`config.mk`:
```
export PLATFORM = sky130hd
export DESIGN_NAME = regfile_writeback_flat
export DESIGN_NICKNAME = d
export VERILOG_FILES = /design/src/rtl/regfile_writeback_if.sv /design/src/rtl/regfile_writeback.sv /design/src/flat_wrapper.sv
export SDC_FILE = /design/constraint.sdc
export NUM_CORES = 1
export LEC_CHECK = 0
export CORE_ASPECT_RATIO = 0.75
export CORE_MARGIN = 2
export CORE_UTILIZATION = 40
export DETAILED_ROUTE_END_ITERATION = 7
export DONT_BUFFER_PORTS = 1
export PLACE_DENSITY = 0.64
export SYNTH_ARGS = -nofsm -noshare
export SYNTH_HDL_FRONTEND = slang
export SYNTH_SLANG_ARGS = --single-unit
```
`constraint.sdc`:
```
create_clock -name clk -period 3.31 [get_ports clk]
set_clock_uncertainty 0.2 [all_clocks]
set_input_delay 0.662 -clock clk [delete_from_list [all_inputs] [get_ports clk]]
set_output_delay 0.662 -clock clk [all_outputs]
set_load 0.01 [all_outputs]
```
`src/rtl/regfile_writeback_if.sv`:
```
// Writeback arbiter bus: ALU and LSU result handshakes, register file write
// port, bypass lookups and the busy flag. The master drives producer results
// and lookup addresses; the slave is the arbiter itself.
interface regfile_writeback_if;
    // ALU producer
    logic        alu_valid;
    logic        alu_ready;
    logic [4:0]  alu_rd;
    logic [31:0] alu_data;

    // Load/store unit producer
    logic        lsu_valid;
    logic        lsu_ready;
    logic [4:0]  lsu_rd;
    logic [31:0] lsu_data;

    // Register file write port
    logic [4:0]  wr;
    logic [31:0] wr_data;
    logic        wr_en;

    // Bypass lookups
    logic [4:0]  fwd_rs1;
    logic [4:0]  fwd_rs2;
    logic        fwd1_hit;
    logic        fwd2_hit;
    logic [31:0] fwd1_data;
    logic [31:0] fwd2_data;

    // Status
    logic        busy;

    modport master (
        output alu_valid, alu_rd, alu_data,
        output lsu_valid, lsu_rd, lsu_data,
        output fwd_rs1, fwd_rs2,
        input  alu_ready, lsu_ready,
        input  wr, wr_data, wr_en,
        input  fwd1_hit, fwd2_hit, fwd1_data, fwd2_data,
        input  busy
    );

    modport slave (
        input  alu_valid, alu_rd, alu_data,
        input  lsu_valid, lsu_rd, lsu_data,
        input  fwd_rs1, fwd_rs2,
        output alu_ready, lsu_ready,
        output wr, wr_data, wr_en,
        output fwd1_hit, fwd2_hit, fwd1_data, fwd2_data,
        output busy
    );
endinterface

```
`src/rtl/regfile_writeback.sv`:
```
// Writeback arbiter in front of the single register file write port.
// LSU results always win the registered output stage; ALU results go direct
// when nothing else is pending, otherwise they wait in a small FIFO. Pending
// writes (queue entries and the output stage) are visible to two bypass
// lookups so reads never see stale register file contents.
module regfile_writeback #(
    parameter int unsigned DEPTH = 2
) (
    input logic           clk,
    input logic           rst_n,
    regfile_writeback_if.slave bus
);
    localparam int unsigned PW = $clog2(DEPTH);
    localparam int unsigned CW = PW + 1;
    localparam logic [CW-1:0] FULL = CW'(DEPTH);

    // Queue state
    logic [PW-1:0] head;
    logic [PW-1:0] tail;
    logic [CW-1:0] count;
    logic [4:0]    q_rd   [DEPTH];
    logic [31:0]   q_data [DEPTH];

    // Output stage
    logic          wr_en_q;
    logic [4:0]    wr_q;
    logic [31:0]   wr_data_q;

    // Handshake and arbitration terms
    logic          alu_rdy;
    logic          lsu_rdy;
    logic          alu_acc;
    logic          lsu_acc;
    logic          alu_live;
    logic          lsu_win;
    logic          q_empty;

    // Next output stage and queue control
    logic          sel_en;
    logic [4:0]    sel_rd;
    logic [31:0]   sel_data;
    logic          enq;
    logic          deq;

    // Queue slots ordered oldest (0) to newest, for the bypass search
    logic [PW-1:0] slot_idx [DEPTH];
    logic          slot_vld [DEPTH];

    // alu_ready depends only on registered count, gated off during reset
    assign alu_rdy  = rst_n && (count < FULL);
    assign lsu_rdy  = rst_n;
    assign alu_acc  = bus.alu_valid && alu_rdy;
    assign lsu_acc  = bus.lsu_valid && lsu_rdy;
    assign alu_live = alu_acc && (bus.alu_rd != '0);
    assign lsu_win  = lsu_acc && (bus.lsu_rd != '0);
    assign q_empty  = (count == '0);

    // Output stage priority: LSU, then queue head, then direct ALU path
    always_comb begin
        sel_en   = 1'b0;
        sel_rd   = wr_q;
        sel_data = wr_data_q;
        enq      = 1'b0;
        deq      = 1'b0;
        if (lsu_win) begin
            sel_en   = 1'b1;
            sel_rd   = bus.lsu_rd;
            sel_data = bus.lsu_data;
            enq      = alu_live;
        end else if (!q_empty) begin
            sel_en   = 1'b1;
            sel_rd   = q_rd[head];
            sel_data = q_data[head];
            deq      = 1'b1;
            enq      = alu_live;
        end else if (alu_live) begin
            sel_en   = 1'b1;
            sel_rd   = bus.alu_rd;
            sel_data = bus.alu_data;
        end
    end

    // Queue pointers and occupancy
    always_ff @(posedge clk or negedge rst_n) begin
        if (!rst_n) begin
            head  <= '0;
            tail  <= '0;
            count <= '0;
        end else begin
            if (deq) begin
                head <= head + PW'(1);
            end
            if (enq) begin
                tail <= tail + PW'(1);
            end
            case ({enq, deq})
                2'b10:   count <= count + CW'(1);
                2'b01:   count <= count - CW'(1);
                default: count <= count;
            endcase
        end
    end

    // Queue storage; validity is tracked by count, so no reset needed
    always_ff @(posedge clk) begin
        if (enq) begin
            q_rd[tail]   <= bus.alu_rd;
            q_data[tail] <= bus.alu_data;
        end
    end

    // Registered write port; address and data hold when no write is issued
    always_ff @(posedge clk or negedge rst_n) begin
        if (!rst_n) begin
            wr_en_q   <= 1'b0;
            wr_q      <= '0;
            wr_data_q <= '0;
        end else begin
            wr_en_q   <= sel_en;
            wr_q      <= sel_rd;
            wr_data_q <= sel_data;
        end
    end

    // Map queue age order onto storage slots for the bypass search
    always_comb begin
        for (int unsigned i = 0; i < DEPTH; i++) begin
            slot_idx[i] = head + PW'(i);
            slot_vld[i] = (CW'(i) < count);
        end
    end

    // One bypass lookup per read port; later matches override earlier ones,
    // so the search order output stage -> oldest -> newest gives newest-wins
    for (genvar g = 0; g < 2; g++) begin : lk
        logic [4:0]  addr;
        logic        hit;
        logic [31:0] data;

        assign addr = (g == 0) ? bus.fwd_rs1 : bus.fwd_rs2;

        // Search pending writes for a match on this lookup address
        always_comb begin
            hit  = 1'b0;
            data = '0;
            if (addr != '0) begin
                if (wr_en_q && (wr_q == addr)) begin
                    hit  = 1'b1;
                    data = wr_data_q;
                end
                for (int unsigned i = 0; i < DEPTH; i++) begin
                    if (slot_vld[i] && (q_rd[slot_idx[i]] == addr)) begin
                        hit  = 1'b1;
                        data = q_data[slot_idx[i]];
                    end
                end
            end
        end
    end

    assign bus.alu_ready = alu_rdy;
    assign bus.lsu_ready = lsu_rdy;
    assign bus.wr        = wr_q;
    assign bus.wr_data   = wr_data_q;
    assign bus.wr_en     = wr_en_q;
    assign bus.fwd1_hit  = lk[0].hit;
    assign bus.fwd1_data = lk[0].data;
    assign bus.fwd2_hit  = lk[1].hit;
    assign bus.fwd2_data = lk[1].data;
    assign bus.busy      = (count != '0) || wr_en_q;

endmodule

```
`src/flat_wrapper.sv`:
```
// flat-port wrapper written by rule: the top's interface ports become plain ports
module regfile_writeback_flat 
#(
    parameter int unsigned DEPTH = 2
)
  (clk, rst_n, bus_alu_valid, bus_alu_rd, bus_alu_data, bus_lsu_valid, bus_lsu_rd, bus_lsu_data, bus_fwd_rs1, bus_fwd_rs2, bus_alu_ready, bus_lsu_ready, bus_wr, bus_wr_data, bus_wr_en, bus_fwd1_hit, bus_fwd2_hit, bus_fwd1_data, bus_fwd2_data, bus_busy);
  regfile_writeback_if bus_i ();
  input logic clk;
  input logic rst_n;
  input wire logic [$bits(bus_i.alu_valid)-1:0] bus_alu_valid;
  input wire logic [$bits(bus_i.alu_rd)-1:0] bus_alu_rd;
  input wire logic [$bits(bus_i.alu_data)-1:0] bus_alu_data;
  input wire logic [$bits(bus_i.lsu_valid)-1:0] bus_lsu_valid;
  input wire logic [$bits(bus_i.lsu_rd)-1:0] bus_lsu_rd;
  input wire logic [$bits(bus_i.lsu_data)-1:0] bus_lsu_data;
  input wire logic [$bits(bus_i.fwd_rs1)-1:0] bus_fwd_rs1;
  input wire logic [$bits(bus_i.fwd_rs2)-1:0] bus_fwd_rs2;
  output wire logic [$bits(bus_i.alu_ready)-1:0] bus_alu_ready;
  output wire logic [$bits(bus_i.lsu_ready)-1:0] bus_lsu_ready;
  output wire logic [$bits(bus_i.wr)-1:0] bus_wr;
  output wire logic [$bits(bus_i.wr_data)-1:0] bus_wr_data;
  output wire logic [$bits(bus_i.wr_en)-1:0] bus_wr_en;
  output wire logic [$bits(bus_i.fwd1_hit)-1:0] bus_fwd1_hit;
  output wire logic [$bits(bus_i.fwd2_hit)-1:0] bus_fwd2_hit;
  output wire logic [$bits(bus_i.fwd1_data)-1:0] bus_fwd1_data;
  output wire logic [$bits(bus_i.fwd2_data)-1:0] bus_fwd2_data;
  output wire logic [$bits(bus_i.busy)-1:0] bus_busy;
  assign bus_i.alu_valid = bus_alu_valid;
  assign bus_i.alu_rd = bus_alu_rd;
  assign bus_i.alu_data = bus_alu_data;
  assign bus_i.lsu_valid = bus_lsu_valid;
  assign bus_i.lsu_rd = bus_lsu_rd;
  assign bus_i.lsu_data = bus_lsu_data;
  assign bus_i.fwd_rs1 = bus_fwd_rs1;
  assign bus_i.fwd_rs2 = bus_fwd_rs2;
  assign bus_alu_ready = bus_i.alu_ready;
  assign bus_lsu_ready = bus_i.lsu_ready;
  assign bus_wr = bus_i.wr;
  assign bus_wr_data = bus_i.wr_data;
  assign bus_wr_en = bus_i.wr_en;
  assign bus_fwd1_hit = bus_i.fwd1_hit;
  assign bus_fwd2_hit = bus_i.fwd2_hit;
  assign bus_fwd1_data = bus_i.fwd1_data;
  assign bus_fwd2_data = bus_i.fwd2_data;
  assign bus_busy = bus_i.busy;
  regfile_writeback #(.DEPTH(DEPTH)) u_core (.clk(clk), .rst_n(rst_n), .bus(bus_i));
endmodule
```
; ---- After elaboration in Yosys (flattened, before gate mapping)
; Memories as Yosys holds them, arrays and structs flattened.
; Cells that the tools add are included.
; W data, S select, Z words.
[op_classes]
magnitude_cmp = 3
n_addsub = 4
n_mul = 0
reduce_logical = 19
div = 0
n_shift = 0
mux = 32
eq_ne = 9
n_bitwise = 0
[ops]
columns = op, n
row1 = $mux W32, 11
row2 = $eq A5 B5 Y1, 6
row3 = $reduce_bool A5 Y1, 4
row4 = $mux W1, 17
row5 = $mux W5, 3
row6 = $logic_and A1 B1 Y1, 11
row7 = $lt A1 B2 Y1 const A, 2
row8 = $pmux W2 S2, 1
row9 = $reduce_bool A2 Y1, 2
row10 = $ne A3 B1 Y1 const B, 1
row11 = $add A1 B1 Y1 const B, 2
row12 = $add A2 B1 Y2 const B, 1
row13 = $eq A2 B1 Y1 const B, 1
row14 = $eq A2 B2 Y1 const B, 1
row15 = $logic_not A2 Y1, 1
row16 = $lt A2 B2 Y1 const B, 1
row17 = $sub A2 B1 Y2 const B, 1
row18 = $logic_or A1 B1 Y1, 1
[word_totals]
out_inout_bits = 107
latch_bits = 0
in_bits = 88
ram_bits = 74
word_cells = 75
register_bits = 42
romBits = 0
mem_count = 2
[mem_list]
columns = name, words, word_bits, read_ports, rd_ports_with_merged_regs, wr, line_no
row1 = u_core.q_data, 2, 32, 2, 0, 1, regfile_writeback.sv:22  ; logic [31:0] q_data [DEPTH];
row2 = u_core.q_rd, 2, 5, 2, 0, 1, regfile_writeback.sv:21  ; logic [4:0] q_rd [DEPTH];

; ---- Logic depth before layout (Yosys ltp)
[depth]
word_depth = 8
mapped_depth = 9
mapped_depth_nobuf = 7

; ---- Worst setup path before layout
; OpenSTA, ideal clock, no wires.
[synth_path]
kind = in2reg
from = input rst_n
to = memory u_core.q_data[0][0], enable pin
t_required_ps = 2679
stages = 4
n_path_buf = 0
t_arrival_ps = 2855
setup_ps = 431
path_slack_ps = -177
path_cell_list = nor2b_1 -> o211ai_1 -> a21o_1 -> nor2_1
[synth_between]
elab_chain_cells = 7
word_cells_on_any_way = 9
cone_classes = mux (4) / reduce/logical (5)
[synth_rtl]
columns = item, line_no
row1 = "start, declared", flat_wrapper.sv:9  ; input logic rst_n;
row2 = $logic_and A1 B1 Y1, regfile_writeback.sv:50  ; assign alu_rdy = rst_n && (count < FULL);
row3 = $logic_and A1 B1 Y1, regfile_writeback.sv:52  ; assign alu_acc = bus.alu_valid && alu_rdy;
row4 = $logic_and A1 B1 Y1, regfile_writeback.sv:54  ; assign alu_live = alu_acc && (bus.alu_rd != '0);
row5 = $mux W1, regfile_writeback.sv:70  ; end else if (!q_empty) begin
row6 = $mux W1 (*), regfile_writeback.sv:65  ; if (lsu_win) begin
row7 = $mux W1 (*), regfile_writeback.sv:106  ; if (enq) begin
row8 = $mux W1 (not written as such) (*), regfile_writeback.sv:108  ; q_data[tail] <= bus.alu_data;
row9 = "end, declared", regfile_writeback.sv:22
; Every way passes the cells marked *; elsewhere a longest branch is shown, timed or not.

; ---- Worst setup path after layout
[layout_path]
from = register u_core.head
to = output bus_fwd2_data[31]
[layout_between]
elab_chain_cells = 6
word_cells_on_any_way = 10
cone_classes = add/sub (1) / eq/ne (2) / mux (3) / reduce/logical (2) / memory (2)
[layout_rtl]
columns = item, line_no
row1 = "start, declared", regfile_writeback.sv:18  ; logic [PW-1:0] head;
row2 = "start signal, assigned", regfile_writeback.sv:91  ; head <= head + PW'(1);
row3 = $add A1 B1 Y1 / $mem_v2 Z2 W5 (equally long branches), --
row4 = $mem_v2 Z2 W5 / $eq A5 B5 Y1 (equally long branches), --
row5 = $eq A5 B5 Y1 / $logic_and A1 B1 Y1 (equally long branches), regfile_writeback.sv:152  ; if (slot_vld[i] && (q_rd[slot_idx[i]] == addr)) begin
row6 = $logic_and A1 B1 Y1 / $mux W32 (equally long branches), regfile_writeback.sv:152
row7 = $mux W32 (*), regfile_writeback.sv:152
row8 = $mux W32 (*), regfile_writeback.sv:146  ; if (addr != '0) begin
row9 = "end, declared", flat_wrapper.sv:26  ; output wire logic [$bits(bus_i.fwd2_data)-1:0] bus_fwd2_data;
; Marks and branches as above.

==> results.yml <==
floorplanning:
  ioPinCount: 195
  core-area_um2: 19300
  die_x_um: 166
  initial_core_util_pct: 40.7
  die_h_um: 125
  core.rowCount: 44
  dieArea_um2: 20800
global_routing:
  grtUsageTotal_pct: 30.0
  grt_max_degree: 43
  overflow: 0
  grt_pass1_vias: 7771
  antenna_found_initial: 1
  grt_pass1_wl_um: 47600
timing:
  finalHoldViolations: 0
  maxSlewHeadroom_pct: 65.9
  fin_crit_ps: 3960
  period_share_pct: 120
  rsz0062_at_grt: "yes"
  worst_pin_slew_ps: 510
  finalSetupViolations: 66
  fin_ws_ps: -646
  drv_slew: 0
  fin_setup_tns_ps: -35930
  max_freq_mhz: 253
routing:
  routedWlPerCell_um: 26.8
  route.vias.total: 7791
  post_drt_via_cell_ratio: 6.53
  final_antenna_net_count: 0
  dr.pass1.iters: 5
  wl_um: 32000
  drtIter0Drc: 826
  drcViolationCount: 0
placed_design:
  place.gp.congestion: 0.836
  portBuffers: 0
  hpwlAfterDp_um: 20100
  dp_cells: 1144
layout:
  fin_nets: 1018
  area_growth_syn_to_layout_pct: 36.1
  final_util_pct: 55.4
  final_layout_size_suffix_gt1_share_pct: 38.4
  multi_input_area_um2: 4820
  final_common_cell: "buf_4"
  ff_latch_area_um2: 3280
  layout_common_cells: "buf_4 (150), edfxtp_1 (74), o211ai_1 (66), nor3_1 (64), a21oi_1 (55)"
  instances_no_fill: 1194
  fillers: 1710
synthesis:
  synth_seq_cells: 116
  synthFlopType: "edfxtp_1"
  synth_edf_count: 74
  synth.distinct_cells: 38
  ys_seq_area_share_pct: 41.6
  netlist_instances: 815
  avgSynthCellArea_um2: 9.65
  syn_nets: 906
  async_flop_share_pct: 36.2
  yosysWarnings: 0
  synthesis.area_um2: 7870
worst_setup_path:
  cp_num_buf_inv: 3
  cp_data_required_time_ps: 2450
  crit_slowest_cell: "dfrtp_4"
  crit_family: "simple AND/OR/NAND/NOR gates"
  worstPathMaxFanout: 7
  path_cells: "buf_6, mux2i_4, xnor2_2, or4_4, clkbuf_16, or3_4, a311oi_2, buf_4"
  criticalPathCategory: "reg -> out"
  crit_path_start_kind: "flop"
  crit_arrival_ps: 3090
  max_stage_delay_ps: 560
  setup.worst_path.end_class: "output port"
power_and_ir_drop:
  p_leak_nw: 3.90
  p_total_mw: 8.82
  powerDensity_nw_per_um2: 824
  ir_drop_mv: 0.418
run:
  cap_viol_max_count: 0
outcome:
  violations: "negative setup slack"
  outcome: "finished, violations left"
clock_network:
  cts_max_level: 4
  cts_tree: "yes"
  clock_latency_ps: 430
  clk_transition_reported_paths_ps: 60
  clock_path_buffers: 2
  clkSinkCount: 116
  cts_root_buffer: "clkbuf_16"
  cts_buffers: 17
hold_path:
  hp-class: "in -> reg"
==> final cells by class <==
class                           instances  share of cell area [%]
Clock inverter                          7                   0.561
Multi-Input combinational cell        600                    45.0
Tap cell                              253                    2.96
Timing Repair Buffer                  188                    16.4
Clock buffer                           25                    4.25
Antenna cell                            1                  0.0234
Sequential cell                       116                    30.6
Inverter                                4                   0.140
==> sequential cells by signal, summed over array words and instances (netlist names) <==
signal and count:
u_core.count 2, u_core.bus.wr_en 1, u_core.bus.wr_data 32, u_core.q_data 64
u_core.q_rd 10, u_core.bus.wr 5, u_core.tail 1, u_core.head 1
==> what timing repair did <==
item / CTS / global route
hold buffers: 2 / 0
gates cloned: 3 / 2
pin swaps: 29 / 28
hold endpoints to repair: 42 / 0
endpoints found under the setup margin: 66 / 66
resized for setup: 93 / 40
buffers inserted: 7 / 7
==> synthesized netlist by cell type, drive strengths merged, types with 20 or more instances <==
cell	instances	area, um^2
o211ai	66	495
a21oi	55	275
or3	56	350
nand2	22	82.6
nor2	39	146
o22ai	20	125
nor3	64	320
or2	32	200
clkbuf	81	305
dfrtp	42	1050
edfxtp	74	2220
o21ai	22	110
a311oi	64	561
mux2i	54	553
mux2	37	417
==> path summary, 6_finish.rpt <==
check,start,end,slack (ps),cells past startpoint
hold reg to reg,u_core.count[0],u_core.count[0],310,1
setup / recovery,u_core.head,bus_fwd2_data[31],-650,8
max in group asynchronous,rst_n,u_core.head,2070,2
setup reg to reg,u_core.count[1],u_core.q_data[0][19],750,5
hold / removal,bus_alu_data[14],u_core.q_data[0][14],120,0
min in group asynchronous,rst_n,u_core.bus.wr_data[12],570,2
==> kinds of logic after synthesis <==
family                     Yosys count  share of synthesized area (%)
DFF                                116                           41.6
muxes                               91                           12.3
adders and majority gates            3                          0.477
AOI/OAI and AO/OA                  230                           20.2
and+or+nand+nor                    241                           16.2
xor gates and xnor gates            34                           3.78
buffers and inverters              100                           5.38
==> stage by stage <==
stage	hold slack (ps)	worst slack, ps	area (um^2)
after detailed placement	168	-477	9260
after CTS	115	-606	10400
after global placement	168	-410	9260
after floorplan	166	-177	7870
after global routing	111	-715	10700
final	123	-646	10700
==> per-layer routing <==
layer | global-route usage (%) | wire, um | vias to the layer above
met5 | 0 | 0 | -
li1 | - | - | 3399
met2 | 46.0 | 14300 | 536
met3 | 10.6 | 3960 | 63
met1 | 40.4 | 13100 | 3793
met4 | 8.34 | 600 | 0
==> power breakdown <==
group	internal, mW	switching (mW)	leakage [nW]
clock	1.02	0.664	0.257
combinational	2.10	2.54	2.50
sequential	1.93	0.564	1.14
Power figures use the tool's default switching activity.
